**src/rtl/cross_bar_pkg.sv**
```systemverilog
// Shared crossbar sizing defaults.
package cross_bar_pkg;
    localparam int unsigned MASTER_N = 4;
    localparam int unsigned DATA_W   = 32;
endpackage

```
**src/rtl/cross_bar_slave_resp.sv**
```systemverilog
// Slave-side response router: tracks which master issued each accepted read
// and steers in-order read responses back to that master one cycle later.
module cross_bar_slave_resp #(
    parameter int unsigned MASTER_N = cross_bar_pkg::MASTER_N,
    parameter int unsigned DATA_W   = cross_bar_pkg::DATA_W,
    parameter int unsigned OUTST_N  = 4
) (
    input  logic                                clk,
    input  logic                                areset,
    input  logic [MASTER_N-1:0]                 mgrant,
    input  logic                                slave_req,
    input  logic                                slave_cmd,
    input  logic                                slave_ack,
    input  logic                                slave_resp,
    input  logic [DATA_W-1:0]                   slave_rdata,
    output logic [MASTER_N-1:0]                 master_ack,
    output logic [MASTER_N-1:0]                 master_resp,
    output logic [MASTER_N-1:0][DATA_W-1:0]     master_rdata,
    output logic                                rd_full,
    output logic [$clog2(OUTST_N+1)-1:0]        outst_cnt,
    output logic                                resp_err
);

    localparam int unsigned CNT_W = $clog2(OUTST_N + 1);
    localparam int unsigned PTR_W = $clog2(OUTST_N);
    localparam int unsigned IDX_W = (MASTER_N > 1) ? $clog2(MASTER_N) : 1;

    logic                hs;
    logic                rd_hs;
    logic                wr_hs;
    logic                pop;
    logic                push_ok;
    logic                push;
    logic [IDX_W-1:0]    grant_idx;
    logic [IDX_W-1:0]    pop_idx;
    logic [PTR_W-1:0]    wr_ptr;
    logic [PTR_W-1:0]    rd_ptr;
    logic [CNT_W-1:0]    cnt_next;
    logic [MASTER_N-1:0] resp_next;
    logic                err_next;
    logic [IDX_W-1:0]    fifo [OUTST_N];

    assign hs      = slave_req & slave_ack;
    assign rd_hs   = hs & ~slave_cmd;
    assign wr_hs   = hs & slave_cmd;
    assign pop     = slave_resp & (outst_cnt != '0);
    // A same-cycle pop frees a slot, so a full tracker can still accept.
    assign push_ok = (outst_cnt < CNT_W'(OUTST_N)) | pop;
    assign push    = rd_hs & push_ok;
    assign pop_idx = fifo[rd_ptr];

    assign master_ack = mgrant & {MASTER_N{wr_hs | (rd_hs & push_ok)}};

    // One-hot grant to binary master index.
    always_comb begin
        grant_idx = '0;
        for (int unsigned m = 0; m < MASTER_N; m++) begin
            if (mgrant[m]) begin
                grant_idx = grant_idx | IDX_W'(m);
            end
        end
    end

    always_comb begin
        cnt_next  = outst_cnt;
        resp_next = '0;
        err_next  = resp_err | (slave_resp & (outst_cnt == '0));
        if (push & ~pop) begin
            cnt_next = outst_cnt + CNT_W'(1);
        end else if (pop & ~push) begin
            cnt_next = outst_cnt - CNT_W'(1);
        end
        for (int unsigned m = 0; m < MASTER_N; m++) begin
            resp_next[m] = pop & (pop_idx == IDX_W'(m));
        end
    end

    always_ff @(posedge clk or posedge areset) begin
        if (areset) begin
            outst_cnt    <= '0;
            wr_ptr       <= '0;
            rd_ptr       <= '0;
            rd_full      <= 1'b0;
            master_resp  <= '0;
            master_rdata <= '0;
            resp_err     <= 1'b0;
        end else begin
            outst_cnt   <= cnt_next;
            wr_ptr      <= wr_ptr + PTR_W'(push);
            rd_ptr      <= rd_ptr + PTR_W'(pop);
            rd_full     <= (cnt_next == CNT_W'(OUTST_N));
            master_resp <= resp_next;
            resp_err    <= err_next;
            for (int unsigned m = 0; m < MASTER_N; m++) begin
                if (resp_next[m]) begin
                    master_rdata[m] <= slave_rdata;
                end
            end
        end
    end

    // Tracker storage is qualified by the pointers, so it needs no reset.
    always_ff @(posedge clk) begin
        if (push) begin
            fifo[wr_ptr] <= grant_idx;
        end
    end

endmodule

```
**config.mk**
```make
export PLATFORM = sky130hd
export DESIGN_NAME = cross_bar_slave_resp
export DESIGN_NICKNAME = d
export VERILOG_FILES = /design/src/rtl/cross_bar_pkg.sv /design/src/rtl/cross_bar_slave_resp.sv
export SDC_FILE = /design/constraint.sdc
export NUM_CORES = 1
export LEC_CHECK = 0
export ABC_AREA = 1
export BUFFER_PORTS_ARGS = -buffer_cell sky130_fd_sc_hd__buf_2
export CAP_MARGIN = 25
export CORE_MARGIN = 5
export CORE_UTILIZATION = 45
export DETAILED_ROUTE_END_ITERATION = 8
export GPL_TIMING_DRIVEN = 0
export PLACE_DENSITY = 0.85
export SKIP_LAST_GASP = 1
export SYNTH_ARGS = -nofsm -noshare
export SYNTH_HDL_FRONTEND = slang
export SYNTH_SLANG_ARGS = --single-unit
```
**constraint.sdc**
```tcl
create_clock -name clk -period 4.22 [get_ports clk]
set_input_delay 0.633 -clock clk [delete_from_list [all_inputs] [get_ports clk]]
set_output_delay 0.633 -clock clk [all_outputs]
set_load 0.005 [all_outputs]
```
==> flow_summary.ini, run 1 <==
[status]
status = finished clean

[synth]
synth_simple_gate_area_frac = 0.128
yosysSeqAreaShare = 0.605
synth_compound_area_frac = 0.166
synth_top_area_cell = dfrtp_1
synth_warnings = 0
synth.most_common_cell = dfrtp_1
synth-edff-count = 8
syn_nets = 601
synth_commonest_cells = dfrtp_1 (141), nand2_1 (130), o21ai_2 (98), inv_1 (52), nand2_2 (27)
synth_cell_types = 24
synthTopCellsByArea = dfrtp_1 (57%), o21ai_2 (14%), nand2_1 (7.8%), edfxtp_1 (3.9%), buf_6 (3.3%)
synth_top_flop_cell = dfrtp_1
syn_avg_cell_area_um2 = 11.2
synth-xor-area-share = 0.00422
synth.mux.area_fraction = 0
synthCells = 554
synth.top_cell.area_share = 0.567
ys_ff_latch = 149
synth_top_family_by_area = compound AO/OA/AOI/OAI gates
synth_fa_ha_area_frac = 0.0100
async_flop_share = 0.946
synth_area_um2 = 6230

[layout]
fin_nets = 805
drive_gt1_frac = 0.490
area_delta_synth_final_pct = 29.5
diodes = 0
fillCellCount = 1137

[setup_path]
cp-start-kind = flip-flop
reg2reg_to = master_rdata[37]
worstPathRequired_ns = 3.59
rr_startpoint = outst_cnt[0]
ff2ff_path_depth = 8
arrival_ns = 1.58
crit_type = reg -> out
cp-end-kind = output pin
cp_max_fo = 5
r2r_slack_ns = 2.43

[clocking]
cts_hold_buf = 0
clkSinkCount = 149
ctsRootBufferMaster = clkbuf_16
clockBufferDepth = 2
clkTransAtPathRegs_ns = 0.06
cts_resized = 0
cts_setup_buffers = 0
clkLatencyLatePin_ns = 0.41
cts_buffers = 17
cts_max_level = 4
cts_tree = built

[grt]
overflow = 0
grt_pass1_vias = 4712
grt_pass1_wl_mm = 24.4
track_usage = 0.193
grt_max_degree = 44
antenna_found_initial = 0

[timing]
timing.hold.ws_ns = 0.321
finalCriticalPeriod_ns = 2.21
fin_crit_sh = 0.524
setup_violations = 0
clock_skew_ns = 0.00813
final_hold_viol_count = 0
fmax_ghz = 0.452
relSlewSlack = 0.548
report.final.slew_viol_count = 0
rsz0062_at_grt = no
worst_pin_slew_ns = 0.676
tns_ns = 0

[place]
dp_hpwl_mm = 11.3
place_congestion = 0.852
port_buffers = 182

[hold_path]
hold_path.class = in -> async

[floorplanning]
dieArea_um2 = 16300
ios = 183
fp.dieH_um = 128
initial_core_util = 0.454
rows = 43
coreArea_um2 = 13700
die_w_um = 128

[drt]
detailroute.via_count = 4634
wire_per_inst_um = 16.2
dr.pass1.iters = 4
drcViolationCount = 0
routed_wl_mm = 15.4
ant_nets = 0
avgViaCountPerCell = 4.87
first_iter_violations = 299

[flow_run]
max_cap_violations = 0

[power]
p_per_area_nw_per_um2 = 811
ir_drop_v = 0.000288
p_leak_nw = 4.29
worst max-delay path by stage:
stage	from	end	slack [ns]	depth (start not counted)
2_1_floorplan	areset	master_rdata[0]	1.82	1
3_3_place_gp	areset	rd_full	0.92	2
3_5_place_dp	slave_resp	master_ack[2]	2.13	6
4_1_cts	outst_cnt[2]	master_ack[2]	1.98	6
5_1_grt	outst_cnt[2]	master_ack[3]	1.84	6
6_report	outst_cnt[2]	master_ack[2]	2.01	6
layout by cell type (no fill, tap or decap), types with 2 or more instances in the layout:
| master | Yosys | final |
|---|---|---|
| nand2_2 | 27 | 27 |
| o21ai_2 | 98 | 98 |
| clkbuf_1 | 1 | 3 |
| inv_2 | 4 | 4 |
| clkinv_2 | 0 | 4 |
| nor2_1 | 8 | 8 |
| buf_6 | 18 | 18 |
| dfrtp_1 | 141 | 141 |
| buf_8 | 3 | 3 |
| buf_12 | 3 | 6 |
| nand3_1 | 6 | 6 |
| clkbuf_2 | 3 | 3 |
| clkbuf_16 | 0 | 17 |
| clkinvlp_4 | 0 | 2 |
| o21ai_0 | 11 | 11 |
| nor3_1 | 4 | 4 |
| buf_2 | 0 | 182 |
| bufinv_16 | 0 | 4 |
| o21ai_1 | 21 | 21 |
| inv_1 | 52 | 51 |
| xor2_1 | 3 | 3 |
| clkbuf_8 | 0 | 4 |
| nand2_1 | 130 | 130 |
| edfxtp_1 | 8 | 8 |
| nand3_2 | 4 | 4 |
| ha_1 | 5 | 5 |
cells by family after synthesis:
kind of cell / Yosys count
xor gates and xnor gates: 3
AOI/OAI and AO/OA: 132
buffers and inverters: 84
adders and majority gates: 5
DFF: 149
and+or+nand+nor: 181
metrics by stage:
| stage | util | total power [mW] | cell area, um^2 | instances | worst slack, ns |
|---|---|---|---|---|---|
| 2_1_floorplan | - | 3.96 | 6230 | 554 | 1.82 |
| 3_3_place_gp | 0.537 | 4.89 | 7370 | 916 | 0.916 |
| 3_5_place_dp | 0.541 | 4.99 | 7430 | 919 | 2.13 |
| 4_1_cts | 0.588 | 6.61 | 8060 | 951 | 1.98 |
| 5_1_grt | 0.588 | 6.98 | 8060 | 951 | 1.84 |
| 6_report | 0.588 | 6.54 | 8060 | 951 | 2.01 |
layout make-up:
class | instances | area (um^2) | share of cell area
Tap cell | 180 | 225 | 0.0279
Clock buffer | 23 | 488 | 0.0605
Clock inverter | 9 | 148 | 0.0183
Timing Repair Buffer | 185 | 971 | 0.120
Buffer | 28 | 327 | 0.0405
Multi-Input combinational cell | 321 | 1920 | 0.238
Sequential cell | 149 | 3770 | 0.467
Inverter | 56 | 214 | 0.0265
state kept, by name, summed over array words and instances (netlist names):
register / flops
fifo: 8
wr_ptr: 2
rd_ptr: 2
rd_full: 1
resp_err: 1
master_rdata: 128
master_resp: 4
outst_cnt: 3
where the power goes:
part / internal (mW) / switching (mW)
sequential: 2.07 / 0.368
clock: 1.05 / 0.554
combinational: 1.13 / 1.36
per-layer routing:
| metal | global-route usage | routed length, um | up-vias |
|---|---|---|---|
| li1 | - | - | 2200 |
| met1 | 0.248 | 6450 | 2241 |
| met2 | 0.313 | 7400 | 160 |
| met3 | 0.0477 | 1050 | 33 |
| met4 | 0.0830 | 486 | 0 |
| met5 | 0 | 0 | - |
critical path: stages, from the launching register on:
cell	delay (ns)
dfrtp_1	0.43
inv_2	0.07
nor2_1	0.08
nor2_1	0.09
a31oi_1	0.29
nor2_1	0.08
buf_2	0.14
Power figures use the tool's default switching activity.
==> run 2: changes to the inputs <==
- PLACE_DENSITY: 0.85 -> 0.82
- clock period: 4.22 -> 2.3 ns (I/O delays scaled with it)
==> run 2 against run 1 <==
Count of clock-buffer cells in the layout rose by 1. Hold slack got worse by 0.093 ns. Clock power rose by 76%. Via count fell by 0.54%. Global-route usage rose by 0.67 points. Setup slack got worse by 1.6 ns. Routed wire length rose by 1.4%. Total power rose by 82%. Critical endpoint unchanged. Combinational power rose by 84%. Largest power group unchanged. Critical path depth did not move.
==> flow_summary.ini, run 2 (same netlist as run 1, synthesis figures left out) <==
[status]
status = finished clean

[setup_path]
crit_type = reg -> out
cp-end-kind = output pin
crit_top_cell = nor2_1
arrival_ns = 1.57
crit_path_max_incr_delay_ns = 0.43
cp_max_fo = 5
crit_slowest_cell = dfrtp_1
cp-start-kind = flip-flop
worstPathRequired_ns = 1.96
crit_chain = inv_2 -> nor2_1 -> nor2_1 -> a31oi_1 -> nor2_1 -> buf_2

[power]
ir_drop_v = 0.000640
p_per_area_nw_per_um2 = 1480
p_leak_nw = 4.27
finalPower_mw = 11.9

[timing]
setup_violations = 0
tns_ns = 0
relSlewSlack = 0.609
fin_crit_sh = 0.831
clock_skew_ns = 0.00921
rsz0062_at_grt = no
timing.hold.ws_ns = 0.228
fmax_ghz = 0.523
report.final.slew_viol_count = 0
finalCriticalPeriod_ns = 1.91
worst_pin_slew_ns = 0.585
final_hold_viol_count = 0

[layout]
layout_commonest_cell = buf_2
regMostFlops = master_rdata
multi_input_area_um2 = 1920
reg_top3 = master_rdata x128, fifo x8, master_resp x4
instances_no_fill = 952
largest_register_ffs = 128
final_cell_mix = buf_2 (182), dfrtp_1 (141), nand2_1 (130), o21ai_2 (98), inv_1 (51)
diodes = 0
fin_nets = 806
fillCellCount = 1174
seq_area_um2 = 3770
drive_gt1_frac = 0.487
area_delta_synth_final_pct = 29.2
final_util = 0.586

[floorplanning]
ios = 183
coreArea_um2 = 13700
die_w_um = 128
initial_core_util = 0.454
dieArea_um2 = 16300
fp.dieH_um = 128
rows = 43

[place]
place_congestion = 0.809
port_buffers = 182
place_inst = 919
dp_hpwl_mm = 11.4

[clocking]
clkTransAtPathRegs_ns = 0.06
clockBufferDepth = 2
cts_tree = built
clkLatencyLatePin_ns = 0.41
cts_resized = 0
cts_max_level = 4
ctsRootBufferMaster = clkbuf_16
clkSinkCount = 149
cts_buffers = 17

[drt]
drcViolationCount = 0
ant_nets = 0
wire_per_inst_um = 16.4
routed_wl_mm = 15.6
detailroute.via_count = 4609
dr.pass1.iters = 4
first_iter_violations = 257
avgViaCountPerCell = 4.84

[grt]
grt_pass1_vias = 4747
overflow = 0
track_usage = 0.200
grt_max_degree = 43
antenna_found_initial = 0
grt_pass1_wl_mm = 25.2

[hold_path]
hold_path.class = in -> reg

[flow_run]
max_cap_violations = 0
-- run 2: timing repair --
item | in CTS | in global routing
hold buffers | 1 | 0
hold endpoints to repair | 19 | 0
setup buffers | 0 | 0
-- run 2: where the power goes --
group	switching [mW]	total [mW]	internal (mW)
sequential	0.694	4.49	3.79
combinational	2.51	4.59	2.08
clock	1.03	2.82	1.79
total	4.23	11.9	7.67
-- run 2: metrics by stage --
stage	setup WS, ns	area [um^2]
floorplan	0.192	6230
global placement	-0.698	7370
detailed placement	0.508	7430
CTS	0.361	8040
global route	0.215	8040
finish	0.388	8040
-- run 2: per-layer routing --
layer | up-vias | routed length, um | global-route usage
met3 | 16 | 870 | 0.0514
met5 | - | 0 | 0
li1 | 2196 | - | -
met4 | 0 | 269 | 0.0718
met2 | 134 | 7780 | 0.330
met1 | 2263 | 6690 | 0.256
-- run 2: final cells by class --
type,count,area share
flip-flops and latches,149,0.469
well taps,180,0.0280
multi-input cells,321,0.239
clock inverters,8,0.0154
plain buffers,28,0.0406
inverters,56,0.0266
repair buffers,186,0.122
clock buffers,24,0.0599
-- run 2: final timing paths --
path                                        from           endpoint  slack (ns)  cells after the start
worst min-delay path                  slave_resp           resp_err        0.23                      3
min in group asynchronous                 areset   master_rdata[76]        0.55                      3
max in group asynchronous                 areset  master_rdata[127]        1.15                      4
worst max-delay path                outst_cnt[2]      master_ack[2]        0.39                      6
worst min register to register  master_rdata[41]   master_rdata[41]        0.48                      2
worst max register to register      outst_cnt[0]   master_rdata[33]        0.50                      8
-- run 2: critical path: cells and delay by family (launching register included) --
| family | cells | cell delay (ns) |
|---|---|---|
| DFF | 1 | 0.43 |
| buffers and inverters | 2 | 0.21 |
| and+or+nand+nor | 3 | 0.39 |
| AOI/OAI and AO/OA | 1 | 0.13 |
==> run 3: changes to the inputs <==
- clock period: 2.3 -> 1.9 ns (I/O delays scaled with it)
==> run 3 against run 2 <==
Clock skew decreased by 0.0015 ns. Global-route usage unchanged. Critical endpoint unchanged. Total power increased by 21%. Clock power increased by 21%. Count of clock-buffer cells in the layout unchanged. Routed wire length about the same. First-iteration DRC count increased by 1.6%. Combinational power increased by 21%. Sequential power increased by 21%. Critical path type unchanged. Setup slack got worse by 0.23 ns. Hold slack got worse by 0.063 ns. Die area unchanged.
==> flow_summary.ini, run 3 (same netlist as run 1, synthesis figures left out) <==
[status]
status = finished clean

[timing]
relSlewSlack = 0.609
final_hold_viol_count = 0
timing.hold.ws_ns = 0.164
clock_skew_ns = 0.00775
setup_violations = 0
finalCriticalPeriod_ns = 1.75
worst_pin_slew_ns = 0.586
report.final.slew_viol_count = 0
fmax_ghz = 0.573
fin_crit_sh = 0.919
rsz0062_at_grt = no

[grt]
grt_pass1_wl_mm = 25.2
track_usage = 0.200
grt_pass1_vias = 4747
antenna_found_initial = 0
grt_max_degree = 43
overflow = 0

[drt]
avgViaCountPerCell = 4.87
drcViolationCount = 0
first_iter_violations = 261
detailroute.via_count = 4639
wire_per_inst_um = 16.4
ant_nets = 0
dr.pass1.iters = 4
routed_wl_mm = 15.6

[setup_path]
worstPathRequired_ns = 1.62
arrival_ns = 1.46
cp_max_fo = 5
cp-start-kind = flip-flop
crit_type = reg -> out
cp-end-kind = output pin

[power]
p_per_area_nw_per_um2 = 1790
p_leak_nw = 4.27
ir_drop_v = 0.000773

[layout]
reg_top3 = master_rdata x128, fifo x8, master_resp x4
fillCellCount = 1172
largest_register_ffs = 128
seq_area_um2 = 3770
diodes = 0
area_delta_synth_final_pct = 29.3
fin_nets = 806
final_cell_mix = buf_2 (182), dfrtp_1 (140), nand2_1 (130), o21ai_2 (98), inv_1 (51)
drive_gt1_frac = 0.492
regMostFlops = master_rdata
final_area_um2 = 8050
layout_commonest_cell = buf_2
multi_input_area_um2 = 1930

[clocking]
cts_buffers = 17
clkTransAtPathRegs_ns = 0.06
ctsRootBufferMaster = clkbuf_16
cts_max_level = 4
clkLatencyLatePin_ns = 0.41
cts_tree = built
cts_setup_buffers = 0
clockBufferDepth = 2
clkSinkCount = 149

[floorplanning]
coreArea_um2 = 13700
initial_core_util = 0.454
fp.dieH_um = 128
rows = 43
die_w_um = 128
dieArea_um2 = 16300
ios = 183

[place]
dp_hpwl_mm = 11.4
dpl_cell_area_um2 = 7430
port_buffers = 182
place_congestion = 0.809

[hold_path]
hold_path.class = in -> reg

[flow_run]
max_cap_violations = 0
-- run 3: power by group --
part	internal, mW	switching, mW	leakage (nW)	total, mW
clock network	2.17	1.24	0.290	3.41
registers	4.60	0.842	1.84	5.44
logic	2.52	3.03	2.15	5.56
total	9.29	5.12	4.27	14.4
-- run 3: metrics by stage --
stage | total power [mW] | setup TNS [ns] | instances | util | setup slack (ns)
6_report | 14.4 | 0 | 952 | 0.587 | 0.154
5_1_grt | 15.4 | 0 | 952 | 0.587 | 0.00455
4_1_cts | 14.6 | 0 | 952 | 0.586 | 0.0205
3_5_place_dp | 11.1 | 0 | 919 | 0.541 | 0.108
3_3_place_gp | 10.9 | -145.19 | 916 | 0.537 | -1.04
2_1_floorplan | 8.79 | -20.88 | 554 | - | -0.148
-- run 3: area by class of cell --
type | instances | area share
Buffer | 28 | 0.0407
Clock buffer | 24 | 0.0598
Clock inverter | 8 | 0.0154
Inverter | 56 | 0.0266
Multi-Input combinational cell | 321 | 0.240
Sequential cell | 149 | 0.468
Tap cell | 180 | 0.0280
Timing Repair Buffer | 186 | 0.122
-- run 3: critical path, stage by stage (launching register included) --
cell,delay [ns]
dfrtp_2,0.40
inv_2,0.05
nor2_1,0.11
nor2_2,0.08
a31oi_2,0.22
nor2_1,0.06
buf_2,0.13
-- run 3: layer usage --
layer | vias up | global-route usage | wire [um] | share of wire
met1 | 2261 | 0.256 | 6560 | 0.42
li1 | 2198 | - | - | -
met5 | - | 0 | 0 | 0
met3 | 22 | 0.0514 | 989 | 0.063
met2 | 158 | 0.330 | 7740 | 0.50
met4 | 0 | 0.0718 | 328 | 0.021
-- run 3: path summary, 6_finish.rpt --
| kind | cells after the start | endpoint | slack [ns] | from |
|---|---|---|---|---|
| worst max-delay path | 6 | master_ack[2] | 0.15 | outst_cnt[2] |
| worst min-delay path | 3 | resp_err | 0.16 | slave_resp |
| worst max register to register | 10 | master_rdata[33] | 0.20 | outst_cnt[0] |
| worst min register to register | 2 | master_rdata[41] | 0.48 | master_rdata[41] |
| max in group asynchronous | 4 | outst_cnt[2] | 0.81 | areset |
| min in group asynchronous | 3 | master_rdata[76] | 0.49 | areset |
-- run 3: timing repair --
action / 4_1_cts / 5_1_grt
hold endpoints to repair: 20 / 0
resized for setup: 0 / 5
hold buffers: 1 / 0
setup endpoints to repair: 0 / 12
